[src/rtl/point_pkg.sv]
// point_pkg: shared types and default sizes for the point dispatcher.
package point_pkg;
  localparam int N_LP_DEF = 4;
  localparam int OBJ_W_DEF = 3;
  localparam int STATUS_W_DEF = 5;
  localparam int LP_W_DEF = $clog2(N_LP_DEF + 1);
  typedef enum logic {S_IDLE, S_ISSUE} disp_state_t;
  typedef struct packed {
    logic [LP_W_DEF-1:0] lp;
    logic [OBJ_W_DEF-1:0] obj;
    logic cmd;
  } point_cmd_t;
endpackage

[src/rtl/cmd_fifo.sv]
// cmd_fifo: synchronous FIFO of point commands; pointers carry an extra wrap bit.
module cmd_fifo
  import point_pkg::*;
#(
  parameter int DEPTH = 4
) (
  input  logic       clk_i,
  input  logic       rst_i,
  input  logic       push_i,
  input  logic       pop_i,
  input  point_cmd_t data_i,
  output point_cmd_t head_o,
  output logic       full_o,
  output logic       empty_o
);
  localparam int AW = $clog2(DEPTH);
  point_cmd_t mem_q [DEPTH];
  logic [AW:0] wr_q, rd_q, wr_d, rd_d;
  logic push_ok, pop_ok;
  assign empty_o = wr_q == rd_q;
  assign full_o = (wr_q ^ rd_q) == {1'b1, {AW{1'b0}}};
  assign pop_ok = pop_i && !empty_o;
  assign push_ok = push_i && (!full_o || pop_ok);
  assign head_o = mem_q[rd_q[AW-1:0]];
  always_comb begin
    wr_d = wr_q + (AW+1)'(push_ok);
    rd_d = rd_q + (AW+1)'(pop_ok);
  end
  always_ff @(posedge clk_i) begin
    if (rst_i) begin
      wr_q <= '0;
      rd_q <= '0;
    end else begin
      wr_q <= wr_d;
      rd_q <= rd_d;
    end
  end
  always_ff @(posedge clk_i) begin
    if (push_ok) mem_q[wr_q[AW-1:0]] <= data_i;
  end
endmodule

[src/rtl/point_dispatcher.sv]
// point_dispatcher: queues point commands and issues them in order as one-hot
// pulses to idle channels, tracking completion, timeouts and sticky errors.
module point_dispatcher
  import point_pkg::*;
#(
  parameter int N_LP = N_LP_DEF,
  parameter int OBJ_W = OBJ_W_DEF,
  parameter int STATUS_W = STATUS_W_DEF,
  parameter int DEPTH = 4,
  parameter int TIMEOUT = 255,
  parameter int LP_W = $clog2(N_LP + 1)
) (
  input  logic                     clk_i,
  input  logic                     rst_i,
  input  logic                     en_i,
  input  logic                     cmd_valid_i,
  output logic                     cmd_ready_o,
  input  logic [LP_W-1:0]          cmd_lp_i,
  input  logic [OBJ_W-1:0]         cmd_obj_i,
  input  logic                     cmd_i,
  output logic [N_LP-1:0]          sel_o,
  output logic [OBJ_W-1:0]         obj_o,
  output logic                     command_o,
  input  logic [N_LP-1:0]          done_i,
  input  logic [N_LP*STATUS_W-1:0] ch_status_i,
  output logic [N_LP*STATUS_W-1:0] status_o,
  output logic [N_LP-1:0]          busy_o,
  output logic                     err_invalid_o,
  output logic [N_LP-1:0]          err_timeout_o,
  input  logic                     err_clr_i
);
  localparam int CW = $clog2(TIMEOUT + 1);
  disp_state_t state_q, state_d;
  logic [N_LP-1:0] busy_q, busy_d, err_to_q, err_to_d, to_set, head_oh;
  logic err_inv_q, err_inv_d;
  logic [N_LP*STATUS_W-1:0] status_q;
  logic [CW-1:0] cnt_q [N_LP];
  logic [CW-1:0] cnt_d [N_LP];
  logic full, empty, accept, lp_ok, issue, go;
  point_cmd_t din, head;
  assign din = {cmd_lp_i, cmd_obj_i, cmd_i};
  cmd_fifo #(.DEPTH(DEPTH)) u_fifo (
    .clk_i(clk_i), .rst_i(rst_i), .push_i(accept && lp_ok), .pop_i(issue),
    .data_i(din), .head_o(head), .full_o(full), .empty_o(empty)
  );
  assign cmd_ready_o = !full && !rst_i;
  assign accept = cmd_valid_i && cmd_ready_o;
  assign lp_ok = cmd_lp_i < LP_W'(N_LP);
  assign head_oh = N_LP'(1) << head.lp;
  // A reset landing on the issue cycle must swallow the pulse.
  assign issue = state_q == S_ISSUE && !rst_i;
  assign go = !empty && en_i && !(|(busy_q & head_oh));
  assign sel_o = issue ? head_oh : '0;
  assign obj_o = issue ? head.obj : '0;
  assign command_o = issue && head.cmd;
  assign busy_o = busy_q;
  assign status_o = status_q;
  assign err_invalid_o = err_inv_q;
  assign err_timeout_o = err_to_q;
  always_comb begin
    state_d = (state_q == S_IDLE && go) ? S_ISSUE : S_IDLE;
    for (int c = 0; c < N_LP; c++) begin
      busy_d[c] = busy_q[c];
      cnt_d[c] = cnt_q[c];
      to_set[c] = 1'b0;
      if (sel_o[c]) begin
        busy_d[c] = 1'b1;
        cnt_d[c] = CW'(TIMEOUT);
      end else if (busy_q[c]) begin
        cnt_d[c] = cnt_q[c] - CW'(1);
        if (done_i[c]) begin
          busy_d[c] = 1'b0;
          cnt_d[c] = '0;
        end else if (cnt_q[c] == CW'(1)) begin
          busy_d[c] = 1'b0;
          to_set[c] = 1'b1;
        end
      end
    end
    err_to_d = (err_clr_i ? '0 : err_to_q) | to_set;
    err_inv_d = (err_inv_q && !err_clr_i) || (accept && !lp_ok);
  end
  always_ff @(posedge clk_i) begin
    if (rst_i) begin
      state_q <= S_IDLE;
      busy_q <= '0;
      err_to_q <= '0;
      err_inv_q <= 1'b0;
      status_q <= '0;
      cnt_q <= '{default: '0};
    end else begin
      state_q <= state_d;
      busy_q <= busy_d;
      err_to_q <= err_to_d;
      err_inv_q <= err_inv_d;
      status_q <= ch_status_i;
      cnt_q <= cnt_d;
    end
  end
endmodule

[config.mk]
export PLATFORM = sky130hd
export DESIGN_NAME = point_dispatcher
export DESIGN_NICKNAME = d
export VERILOG_FILES = /design/src/rtl/point_pkg.sv /design/src/rtl/cmd_fifo.sv /design/src/rtl/point_dispatcher.sv
export SDC_FILE = /design/constraint.sdc
export NUM_CORES = 1
export LEC_CHECK = 0
export ABC_AREA = 1
export CORE_ASPECT_RATIO = 1.4
export CORE_UTILIZATION = 30
export CTS_CLUSTER_DIAMETER = 40
export DETAILED_ROUTE_END_ITERATION = 12
export PLACE_DENSITY = 0.57
export SETUP_SLACK_MARGIN = 0.3
export SLEW_MARGIN = 20
export SYNTH_ARGS = -nofsm -noshare
export SYNTH_HDL_FRONTEND = slang
export SYNTH_HIERARCHICAL = 1
export SYNTH_SLANG_ARGS = --single-unit
[constraint.sdc]
create_clock -name clk_i -period 5.2 [get_ports clk_i]
set_clock_uncertainty 0.15 [all_clocks]
set_input_delay 0.52 -clock clk_i [delete_from_list [all_inputs] [get_ports clk_i]]
set_output_delay 0.52 -clock clk_i [all_outputs]
set_load 0.01 [all_outputs]
==> flow_summary.ini <==
[hold_path]
min_to = err_timeout_o[3]
hold_path.class = reg2reg
min_path_cells = 2
hold_start = err_timeout_o[3]

[die]
die_width_um = 104
top_level_ports = 74
rows = 51
start_util_pct = 31.1
die_h_um = 145
core-area_um2 = 14100
die_area_um2 = 15100

[drt]
wl_mm = 9.83
dr.pass1.iters = 4
num_vias = 3642
drt_iter0_drc = 172
detail_route.wl_per_cell_um = 12.3
post_drt_via_cell_ratio = 4.56
drc = 0
ant_nets = 0

[sta]
slew_headroom_pct = 51.5
setup_viol = 0
setup_ws_ps = 1830
hold_violations = 0
worst_slew_pin_slew_ps = 725
slew_violations = 0
fmax_mhz = 297
post-route-period-util_pct = 64.8
finalSetupTns_ps = 0
rsz0062_at_grt = no
holdWs_ps = 303
period_needed_ps = 3370

[synthesis]
synth_top_cell_area_share_pct = 31.0
netlist.top_cell.by_area = dfxtp_1
synth_edf_count = 28
synth_nets = 581
synthCells = 533
synthTopCellsByCount = inv_1, nor2_1, dfxtp_1
synthTopCellsByArea = dfxtp_1, edfxtp_1, inv_1
synthDistinctLibCells = 30
syn_area_um2 = 4390
avgSynthCellArea_um2 = 8.23
synth_warnings = 6
synthArstFlopShare_pct = 0
synth-seq-area-share_pct = 50.2
yosysMostFrequentCell = inv_1
yosys_most_used_dff = dfxtp_1
synth_seq_cells = 96

[clock_network]
tritoncts = done
post_cts_resize_count = 0
ctsRootBufferMaster = clkbuf_16
post-cts-setup-buffers = 0
numCtsBuffers = 9
cts_sinks = 96
insertion_delay_ps = 340
cts.htree.levels = 3
clk_path_buf_depth = 2
clk_pin_slew_ps = 70
cts_hold_buf = 0

[placed_design]
gp_congestion = 0.812
place_hpwl_mm = 7.28
pre_cts_slack_ps = 2200
placed_area_um2 = 5290
place_inst = 783
portBuffers = 73

[critical_path]
startpoint_type = register
path_class = reg2out
crit_slowest_cell = dfxtp_1
cp.depth = 7
critPathTopFamily = buffers and inverters
cp_cell_sequence = inv_2, o21ai_0, o22ai_1, nor2_1, nand2_1, nor2_8, clkdlybuf4s50_1
rr_startpoint = u_fifo/rd_q[0]
worstRegToRegCells = 10
arrival_ps = 2700
required_ps = 4530
cp-startpoint = u_fifo/rd_q[0]
cpPeakStageDelay_ps = 680
crit_path_end_kind = primary output
r2r-end = u_fifo/mem_q[3][5]
critPathMaxFanout = 17
worst-r2r-setup-slack_ps = 2450
critPathBufInv = 2

[layout]
layout.nets = 657
fin_cells = 799
antenna_cells = 0
final_area_um2 = 5570
drive_gt1_share_pct = 7.98
finalCoreUtilization_pct = 39.5
areaGrowthSynthToFinish_pct = 26.9

[flow_run]
drv_cap = 0

[global_routing]
antenna_found_initial = 0
grt_pass1_wl_mm = 16.3
grt_overflow_total = 0
grt_pass1_vias = 3501
grt_start_max_net_pins = 57
globalRouteTotalUtil_pct = 13.5

[power]
p_leak_nw = 2.29
fin_total_pwr_mw = 1.50
ir_drop_v = 0.000131
powerDensity_nw_per_um2 = 269

[outcome]
status = completed
==> cells by family after synthesis <==
kind of cell / after synthesis / synth area share (%)
DFF: 96 / 50.2
buffers and inverters: 106 / 9.66
xor gates and xnor gates: 7 / 1.57
and+or+nand+nor: 204 / 22.1
adders and majority gates: 12 / 3.42
AOI/OAI and AO/OA: 108 / 13.1
==> cell usage in the layout, fill, tap and decap left out, types with 2 or more instances in the layout <==
master           count
a21o_1               2
nor3_1               2
nor2_4               4
o22ai_1             15
clkinv_2             2
dfxtp_1             68
clkbuf_16            9
nor2_8               4
nand3_1             33
nor2_1              78
ha_1                12
inv_1               84
nor2_2               4
o21ai_1              4
a21oi_1             45
nand2_2              2
nand2_1             67
o21ai_0             39
clkdlybuf4s50_1     72
nand4_1              7
edfxtp_1            28
xnor2_1              6
inv_6                4
inv_2               13
==> worst max path at each step <==
| stage | to | slack [ps] |
|---|---|---|
| after global placement | sel_o[1] | 2300 |
| after floorplan | u_fifo/wr_q[2] | 3160 |
| after global routing | sel_o[1] | 1600 |
| after CTS | sel_o[1] | 1820 |
| final | sel_o[1] | 1830 |
| after detailed placement | sel_o[1] | 2200 |
==> sequential cells by signal, indices dropped and copies added (netlist names) <==
signal	flops
err_invalid_o	1
u_fifo/mem_q	28
busy_o	4
err_timeout_o	4
cnt_q	32
status_o	20
state_q	1
u_fifo/wr_q	3
u_fifo/rd_q	3
==> per-layer routing <==
layer / vias up / GRT usage, % / part of all wire [%]
met2: 68 / 25.0 / 53
met3: 8 / 2.61 / 4.2
met1: 1689 / 14.8 / 42
met4: 0 / 5.36 / 1.2
li1: 1877 / - / -
met5: - / 0 / 0
==> tightest hold or removal path, stage by stage, from the launching register on <==
cell	delay, ps
dfxtp_1	310
nand2_1	60
nand2_1	50
==> layout make-up <==
class	count	area, um^2
Sequential cell	96	2200
Clock inverter	7	52.6
Inverter	97	364
Fill cell	1441	8530
Tap cell	185	231
Multi-Input combinational cell	331	1760
Timing Repair Buffer	74	733
Clock buffer	9	225
==> report_power, final <==
group          leakage, nW  switching (mW)  internal (mW)  total (mW)
Sequential           0.807         0.00533          0.782       0.787
Combinational         1.35          0.0456         0.0500      0.0956
Clock                0.137           0.289          0.329       0.618
No activity file was read; power rests on OpenSTA's default activity.
